### src/rtl/de2_70_ethernet_st_ready_latency_adapter.sv
// -----------------------------------------------------------------------------
// de2_70_ethernet_st_ready_latency_adapter
//
// Purpose: bridges a ready-latency-0 streaming sink to a streaming source with
// ready latency OUT_READY_LATENCY. Accepted beats are buffered in a small FIFO
// and launched into a registered output stage only when the delayed copy of
// out_ready allows it. A passive framing monitor watches the output beats,
// counts completed packets and flags sop/eop ordering violations.
//
// Ports:
//   clk, reset_n               sole clock, synchronous active-low reset
//   in_valid / in_ready        sink handshake (ready latency 0)
//   in_data/error/sop/eop/empty  sink payload (32/1/1/1/2)
//   out_ready                  source ready (ready latency OUT_READY_LATENCY)
//   out_valid, out_data/error/sop/eop/empty  registered source beat
//   err_clear                  clears proto_err (a same-cycle violation wins)
//   proto_err                  sticky framing violation flag
//   pkt_count                  completed output packets, wraps at 16 bits
// -----------------------------------------------------------------------------
module de2_70_ethernet_st_ready_latency_adapter #(
   parameter int unsigned OUT_READY_LATENCY = 2,
   parameter int unsigned FIFO_DEPTH        = 4
) (
   input  logic        clk,
   input  logic        reset_n,
   input  logic        in_valid,
   output logic        in_ready,
   input  logic [31:0] in_data,
   input  logic        in_error,
   input  logic        in_startofpacket,
   input  logic        in_endofpacket,
   input  logic [1:0]  in_empty,
   input  logic        out_ready,
   output logic        out_valid,
   output logic [31:0] out_data,
   output logic        out_error,
   output logic        out_startofpacket,
   output logic        out_endofpacket,
   output logic [1:0]  out_empty,
   input  logic        err_clear,
   output logic        proto_err,
   output logic [15:0] pkt_count
);

   localparam int unsigned PW   = (FIFO_DEPTH > 1) ? $clog2(FIFO_DEPTH) : 1;
   localparam int unsigned CW   = PW + 1;
   localparam int unsigned PL_W = 37;

   typedef enum logic {
      ST_IDLE,
      ST_PKT
   } state_t;

   logic [PL_W-1:0] mem_q [FIFO_DEPTH];
   logic [PL_W-1:0] mem_d [FIFO_DEPTH];
   logic [PW-1:0]   wr_ptr_q, wr_ptr_d;
   logic [PW-1:0]   rd_ptr_q, rd_ptr_d;
   logic [CW-1:0]   count_q, count_d;
   logic            out_valid_q, out_valid_d;
   logic [PL_W-1:0] out_pl_q, out_pl_d;
   state_t          state_q, state_d;
   logic            proto_err_q, proto_err_d;
   logic [15:0]     pkt_count_q, pkt_count_d;

   logic [PL_W-1:0] in_pl;
   logic            tap;
   logic            push;
   logic            load;
   logic            viol;
   logic            pkt_done;

   assign in_pl = {in_data, in_error, in_startofpacket, in_endofpacket, in_empty};

   // Ready depends only on the registered count; gating with reset_n keeps it
   // low during the reset cycle itself.
   assign in_ready = reset_n & (count_q < CW'(FIFO_DEPTH));
   assign push     = in_valid & in_ready;
   assign load     = tap & (count_q != '0);

   // --------------------------------------------------------------------------
   // Delayed out_ready: tap is out_ready as it was OUT_READY_LATENCY-1 cycles
   // ago, so a beat launched now lands exactly OUT_READY_LATENCY cycles after
   // the matching ready.
   // --------------------------------------------------------------------------
   if (OUT_READY_LATENCY == 1) begin : g_tap_direct
      always_comb begin
         tap = out_ready;
      end
   end else begin : g_tap_sr
      logic [OUT_READY_LATENCY-2:0] rdy_sr_q, rdy_sr_d;

      always_comb begin
         rdy_sr_d    = rdy_sr_q;
         rdy_sr_d[0] = out_ready;
         for (int unsigned i = 1; i < OUT_READY_LATENCY - 1; i++) begin
            rdy_sr_d[i] = rdy_sr_q[i-1];
         end
         tap = rdy_sr_q[OUT_READY_LATENCY-2];
      end

      always_ff @(posedge clk) begin
         if (!reset_n) begin
            rdy_sr_q <= '0;
         end else begin
            rdy_sr_q <= rdy_sr_d;
         end
      end
   end

   // --------------------------------------------------------------------------
   // FIFO and output stage
   // --------------------------------------------------------------------------
   always_comb begin
      mem_d       = mem_q;
      wr_ptr_d    = wr_ptr_q;
      rd_ptr_d    = rd_ptr_q;
      count_d     = count_q;
      out_valid_d = load;
      out_pl_d    = out_pl_q;

      if (push) begin
         mem_d[wr_ptr_q] = in_pl;
         wr_ptr_d        = wr_ptr_q + PW'(1);
      end

      // Head is read from the pre-edge memory; a same-cycle push only ever
      // writes the tail slot, so the head is never overwritten here.
      if (load) begin
         out_pl_d = mem_q[rd_ptr_q];
         rd_ptr_d = rd_ptr_q + PW'(1);
      end

      case ({push, load})
         2'b10:   count_d = count_q + CW'(1);
         2'b01:   count_d = count_q - CW'(1);
         default: count_d = count_q;
      endcase
   end

   always_ff @(posedge clk) begin
      mem_q <= mem_d;
   end

   always_ff @(posedge clk) begin
      if (!reset_n) begin
         wr_ptr_q    <= '0;
         rd_ptr_q    <= '0;
         count_q     <= '0;
         out_valid_q <= 1'b0;
         out_pl_q    <= '0;
      end else begin
         wr_ptr_q    <= wr_ptr_d;
         rd_ptr_q    <= rd_ptr_d;
         count_q     <= count_d;
         out_valid_q <= out_valid_d;
         out_pl_q    <= out_pl_d;
      end
   end

   // --------------------------------------------------------------------------
   // Framing monitor: observes output beats only, never feeds back into the
   // data path.
   // --------------------------------------------------------------------------
   always_comb begin
      state_d  = state_q;
      viol     = 1'b0;
      pkt_done = 1'b0;

      if (out_valid_q) begin
         case (state_q)
            ST_IDLE: begin
               if (!out_pl_q[3]) begin
                  viol = 1'b1;
               end else if (out_pl_q[2]) begin
                  pkt_done = 1'b1;
               end else begin
                  state_d = ST_PKT;
               end
            end
            ST_PKT: begin
               if (out_pl_q[3]) begin
                  viol = 1'b1;
                  if (out_pl_q[2]) begin
                     pkt_done = 1'b1;
                     state_d  = ST_IDLE;
                  end
               end else if (out_pl_q[2]) begin
                  pkt_done = 1'b1;
                  state_d  = ST_IDLE;
               end
            end
            default: state_d = ST_IDLE;
         endcase
      end

      proto_err_d = err_clear ? 1'b0 : proto_err_q;
      if (viol) begin
         proto_err_d = 1'b1;
      end

      pkt_count_d = pkt_count_q + {15'd0, pkt_done};
   end

   always_ff @(posedge clk) begin
      if (!reset_n) begin
         state_q     <= ST_IDLE;
         proto_err_q <= 1'b0;
         pkt_count_q <= '0;
      end else begin
         state_q     <= state_d;
         proto_err_q <= proto_err_d;
         pkt_count_q <= pkt_count_d;
      end
   end

   assign out_valid         = out_valid_q;
   assign out_data          = out_pl_q[36:5];
   assign out_error         = out_pl_q[4];
   assign out_startofpacket = out_pl_q[3];
   assign out_endofpacket   = out_pl_q[2];
   assign out_empty         = out_pl_q[1:0];
   assign proto_err         = proto_err_q;
   assign pkt_count         = pkt_count_q;

endmodule

### config.mk
export PLATFORM = sky130hd
export DESIGN_NAME = de2_70_ethernet_st_ready_latency_adapter
export DESIGN_NICKNAME = d
export VERILOG_FILES = /design/src/rtl/de2_70_ethernet_st_ready_latency_adapter.sv
export SDC_FILE = /design/constraint.sdc
export NUM_CORES = 1
export LEC_CHECK = 0
export ABC_AREA = 1
export BUFFER_PORTS_ARGS = -buffer_cell sky130_fd_sc_hd__buf_2
export CELL_PAD_IN_SITES_DETAIL_PLACEMENT = 1
export CELL_PAD_IN_SITES_GLOBAL_PLACEMENT = 1
export CORE_ASPECT_RATIO = 1.5
export CORE_MARGIN = 5
export CORE_UTILIZATION = 49
export DETAILED_ROUTE_END_ITERATION = 10
export PLACE_DENSITY = 0.8
export SETUP_SLACK_MARGIN = 0.05
export SYNTH_ARGS = -nofsm -noshare
export SYNTH_HDL_FRONTEND = slang
export SYNTH_SLANG_ARGS = --single-unit
### constraint.sdc
create_clock -name clk -period 8.1 [get_ports clk]
set_input_delay 0.405 -clock clk [delete_from_list [all_inputs] [get_ports clk]]
set_output_delay 0.405 -clock clk [all_outputs]
set_load 0.1 [all_outputs]
Word level (Yosys, flattened, before mapping)
Cells that the tools add are included.
- flip-flop bits (word level): 212
- bits in latches: 0
- RAM bits: 0
- ROM bits: 0
- input port bits: 42
- output and inout port bits: 56
- word-level logic and storage cells: 54
- memories kept: 0
- add/sub/neg operators: 5
- $mul: 0
- div/mod/pow operators: 0
- $lt $le $gt $ge: 4
- eq/ne operators: 2
- shifts and indexed selects: 0
- multiplexer cells: 20
- bitwise gates (word level): 6
- reduce and logical (&&, ||, !) cells: 4
- operators by type and width (cell ; count):
    $bwmux 148 ; 1
    $mux 37 ; 3
    $bmux 37 s2 ; 1
    $demux 37 s2 ; 1
    $add 16x1->16 ; 1
    $mux 1 ; 10
    $ge 3x3->1 const B ; 2
    $not 2->3 ; 2
    $pmux 1 s2 ; 3
    $pmux 3 s2 ; 1
    $add 2x1->2 const B ; 2
    $reduce_bool 2->1 ; 2
    $add 3x1->3 const B ; 1
    $and 1x1->1 ; 3
    $lt 3x1->1 const B ; 1
    $lt 3x3->1 const B ; 1
    $reduce_bool 3->1 ; 1
    $sub 3x1->3 const B ; 1
    $eq 2x1->1 const B ; 1
    $eq 2x2->1 const B ; 1
    $logic_and 1x1->1 ; 1
    $not 1->1 ; 1

Longest topological paths before layout
- depth after elaboration: 6
- gate-level depth with buffers: 14
- mapped depth without buffers: 12

Worst setup path before layout
OpenSTA, ideal clock, no wires.
- path type: in2reg
- start point: in reset_n
- end point: reg mem_q[0] (netlist name) (enable)
- setup time: 0.431 ns
- data arrival time: 4.047 ns
- required time: 7.669 ns
- path slack: 3.622 ns
- cell stages on the path: 5
- path buffers: 1
- cells stage by stage: buf_2 -> inv_1 -> nor2_1 -> nand2_1 -> nor2_1
- word-level cells in the longest chain between the ends: 2
- ends and longest elaborated chain (what ; RTL line ; text):
    start, declared ; 25 ; input logic reset_n,
    $and 1x1->1 ; 76 ; assign in_ready = reset_n & (count_q < CW'(FIFO_DEPTH));
    via in_ready ; 27 ; output logic in_ready,
    $and 1x1->1 ; 77 ; assign push = in_valid & in_ready;
    end signal, assigned ; 141 ; mem_q <= mem_d;
    end, declared ; 54 ; logic [PL_W-1:0] mem_q [FIFO_DEPTH];
The timed path passes the listed nets, and every way through them passes these cells.
A chain may end at the register's enable or synchronous reset.

Worst setup path after layout
- start point: reg count_q[0]
- end point: reg count_q[2]
- word-level cells in the longest chain between the ends: 5
- elaborated cells between the ends (all ways): 11
- those cells by class: 2 x add/sub; 1 x order compare; 2 x eq/ne; 1 x mux; 3 x bitwise; 2 x reduce/logical
- ends and longest elaborated chain (what ; RTL line ; text):
    start, declared ; 58 ; logic [CW-1:0] count_q, count_d;
    start signal, assigned ; 154 ; count_q <= count_d;
    $lt 3x3->1 ; 76 ;
    $and 1x1->1 ; 76 ;
    $and 1x1->1 ; 77 ;
    $eq 2x1->1 / $eq 2x2->1 (equally long branches) ; 133 ; case ({push, load})
    $pmux 3 s2 / $reduce_bool 2->1 (equally long branches) ; n/a ;
Parallel ways exist; a longest one is shown, timed or not.

==> metrics.yaml <==
routed_wl_um: 21000
relSlewSlack_pct: 13.4
ys_ff_latch: 212
gp_congestion: 0.859
chipWidth_um: 116
crit_chain: "inv_1 -> nand3_1 -> nand2_2 -> inv_2 -> ha_1 -> inv_1 -> fa_1 -> a21oi_1 -> o21ai_0 -> nand2_1 -> nand2_1 -> nor2_1"
p_leak_nw: 3.73
clock_skew_ns: 0.0113
max_freq_mhz: 298
status: "complete, no violations"
endpoint_kind: "register"
antenna_found_initial: 0
drv_slew: 0
cts_buffers: 20
tightest_slew_ns: 1.30
die_height_um: 169
start_util_pct: 49.6
synth_cells: 792
clkTransAtPathRegs_ns: 0.07
internal-power_mw: 1.79
hold_path_end: "mem_q[15]"
p_sw_mw: 0.616
worstPathRequired_ns: 8.53
ys_async_sr_fraction_pct: 0
ctsHoldBuffers: 0
wl_met3_um: 762
diodes: 0
synth.most_common_cell: "nor2_1"
synth_edf_count: 148
setup.worst_path.start: "count_q[0]"
htreeDepth: 1
hp-class: "primary input to register"
min-delay-start: "in_data[10]"
grt_setup_unrepaired: "no"
hold_viol: 0
reg2reg_to: "count_q[2]"
syn_nets: 843
reg2reg_slack_ns: 4.75
fin_crit_ns: 3.35
netlist.area_leader.share_pct: 53.7
cp.depth: 12
drt_iter0_drc: 340
fin_tns_setup_ns: 0
synth_area_per_cell_um2: 10.5
top_layer: "met4"
dr_total_vias: 5832
crit_type: "register to register"
root_buffer: "clkbuf_16"
hpwl_um: 13000
io_pins: 98
synth-main-ff-cell: "edfxtp_1"
grt_pass1_wl_um: 33400
ir_drop_v: 0.000204
grt_pass1_vias: 6532
met1_length_um: 7920
cts_tree: "built"
slowest_delay_ns: 0.82
post-route-period-util_pct: 41.4
drc_errors: 0
synth_common_cells: "268 x nor2_1, 148 x edfxtp_1, 79 x nand2_1, 79 x o21ai_0, 64 x dfxtp_1"
cts_setup_buffers: 0
setup_viol: 0
drv_cap: 0
crit_family: "buffers and inverters"
dieArea_mm2: 0.0197
hold_slack_ns: 0.120
cts-resized-gates: 0
r2r_start: "count_q[0]"
routedWlPerCell_um: 19.1
syn-cell-area_mm2: 0.00828
crit_buf_inv: 3
synthTopCellsByArea: "edfxtp_1 54%, dfxtp_1 15%, nor2_1 12%"
clockPowerShare_pct: 39.5
power_frac_comb_pct: 10.3
swShare_pct: 25.6
synth_area_leader_cell: "edfxtp_1"
grt_max_degree: 78
drive_above_1_share_pct: 15.8
startpoint_type: "register"
clk_latency_ns: 0.50
cp.arrival_ns: 3.79
coreArea_mm2: 0.0167
portBuffers: 97
ys_warn_count: 0
reg2regPathDepth: 12
wl_met2_um: 11900
grt.total_usage_pct: 21.6
syn_to_final_growth_pct: 14.7
cts_buffer_depth: 3
synth_cell_types: 25
crit_fanout: 42
nFillCells: 1864
whs_path_depth: 1
clock_sinks: 212
antenna_left: 0
p_seq_share_pct: 50.2
yosysSeqAreaShare_pct: 69.1
num_rows: 58
final_util_pct: 56.9
first_pass_iters: 5
slowest_stage: "inv_2"
power.density_mw_per_mm2: 253
viasPerCell: 5.32
layout.nets: 924
grt-ovfl-total: 0
==> per-layer routing <==
layer / vias to the layer above / track usage [%]
met5: - / 0
met4: 0 / 6.81
met3: 32 / 2.82
met2: 116 / 41.9
met1: 2887 / 23.9
li1: 2797 / -
==> kinds of logic (layout without fill, tap and decap cells) <==
family,after synthesis,in the layout,synth area share [%]
AO/OA/AOI/OAI,136,136,8.34
XOR/XNOR,2,2,0.212
adder cells (fa/ha/maj),9,9,1.45
buffers and inverters,73,168,4.29
flip-flops,212,212,69.1
AND/OR/NAND/NOR,360,360,16.6
==> area by class of cell <==
cell class | count | area, um^2 | area share, %
clock inverters | 11 | 109 | 1.15
flip-flops and latches | 212 | 5730 | 60.3
repair buffers | 98 | 493 | 5.19
well taps | 210 | 263 | 2.76
clock buffers | 25 | 551 | 5.79
multi-input cells | 507 | 2230 | 23.5
inverters | 34 | 128 | 1.34
==> worst max-delay path by stage <==
| stage | to | slack (ns) |
|---|---|---|
| 3_3_place_gp | mem_q[23] | 4.59 |
| 6_report | count_q[2] | 4.75 |
| 3_5_place_dp | mem_q[30] | 4.45 |
| 2_1_floorplan | mem_q[0] | 3.62 |
| 4_1_cts | count_q[2] | 4.73 |
| 5_1_grt | count_q[2] | 4.45 |
==> state kept, by name, indices dropped and copies added (netlist names) <==
register and count:
proto_err 1, out_pl_q 37, g_tap_sr.rdy_sr_q 1, state_q 1, mem_q 148, wr_ptr_q 2, rd_ptr_q 2, count_q 3
pkt_count 16, out_valid 1
==> power by group through the flow <==
stage                     Combinational (mW)  Clock, mW  Sequential (mW)
after floorplan                       0.0911          0             1.33
after global placement                 0.236          0             1.23
after detailed placement               0.248          0             1.23
after CTS                              0.251      0.965             1.21
after global routing                   0.267       1.01             1.21
final                                  0.248      0.949             1.21
==> cells in the final DEF (no fill, tap or decap), types with 4 or more instances in the layout <==
| master | count |
|---|---|
| nor2_1 | 264 |
| edfxtp_1 | 148 |
| buf_2 | 97 |
| nand2_1 | 79 |
| o21ai_0 | 79 |
| dfxtp_1 | 62 |
| o21ai_1 | 41 |
| inv_1 | 31 |
| clkbuf_16 | 21 |
| a21oi_1 | 12 |
| ha_1 | 8 |
| nand3_1 | 7 |
| clkinv_2 | 6 |
| nor2_4 | 4 |
==> metrics by stage <==
stage / std cells / power, mW / area [um^2] / worst slack (ns)
6_report: 1097 / 2.40 / 9500 / 4.75
5_1_grt: 1097 / 2.49 / 9500 / 4.45
4_1_cts: 1097 / 2.42 / 9500 / 4.73
3_5_place_dp: 1061 / 1.48 / 8840 / 4.45
3_3_place_gp: 1061 / 1.46 / 8840 / 4.59
2_1_floorplan: 792 / 1.42 / 8280 / 3.62
No activity file was read; power rests on OpenSTA's default activity.
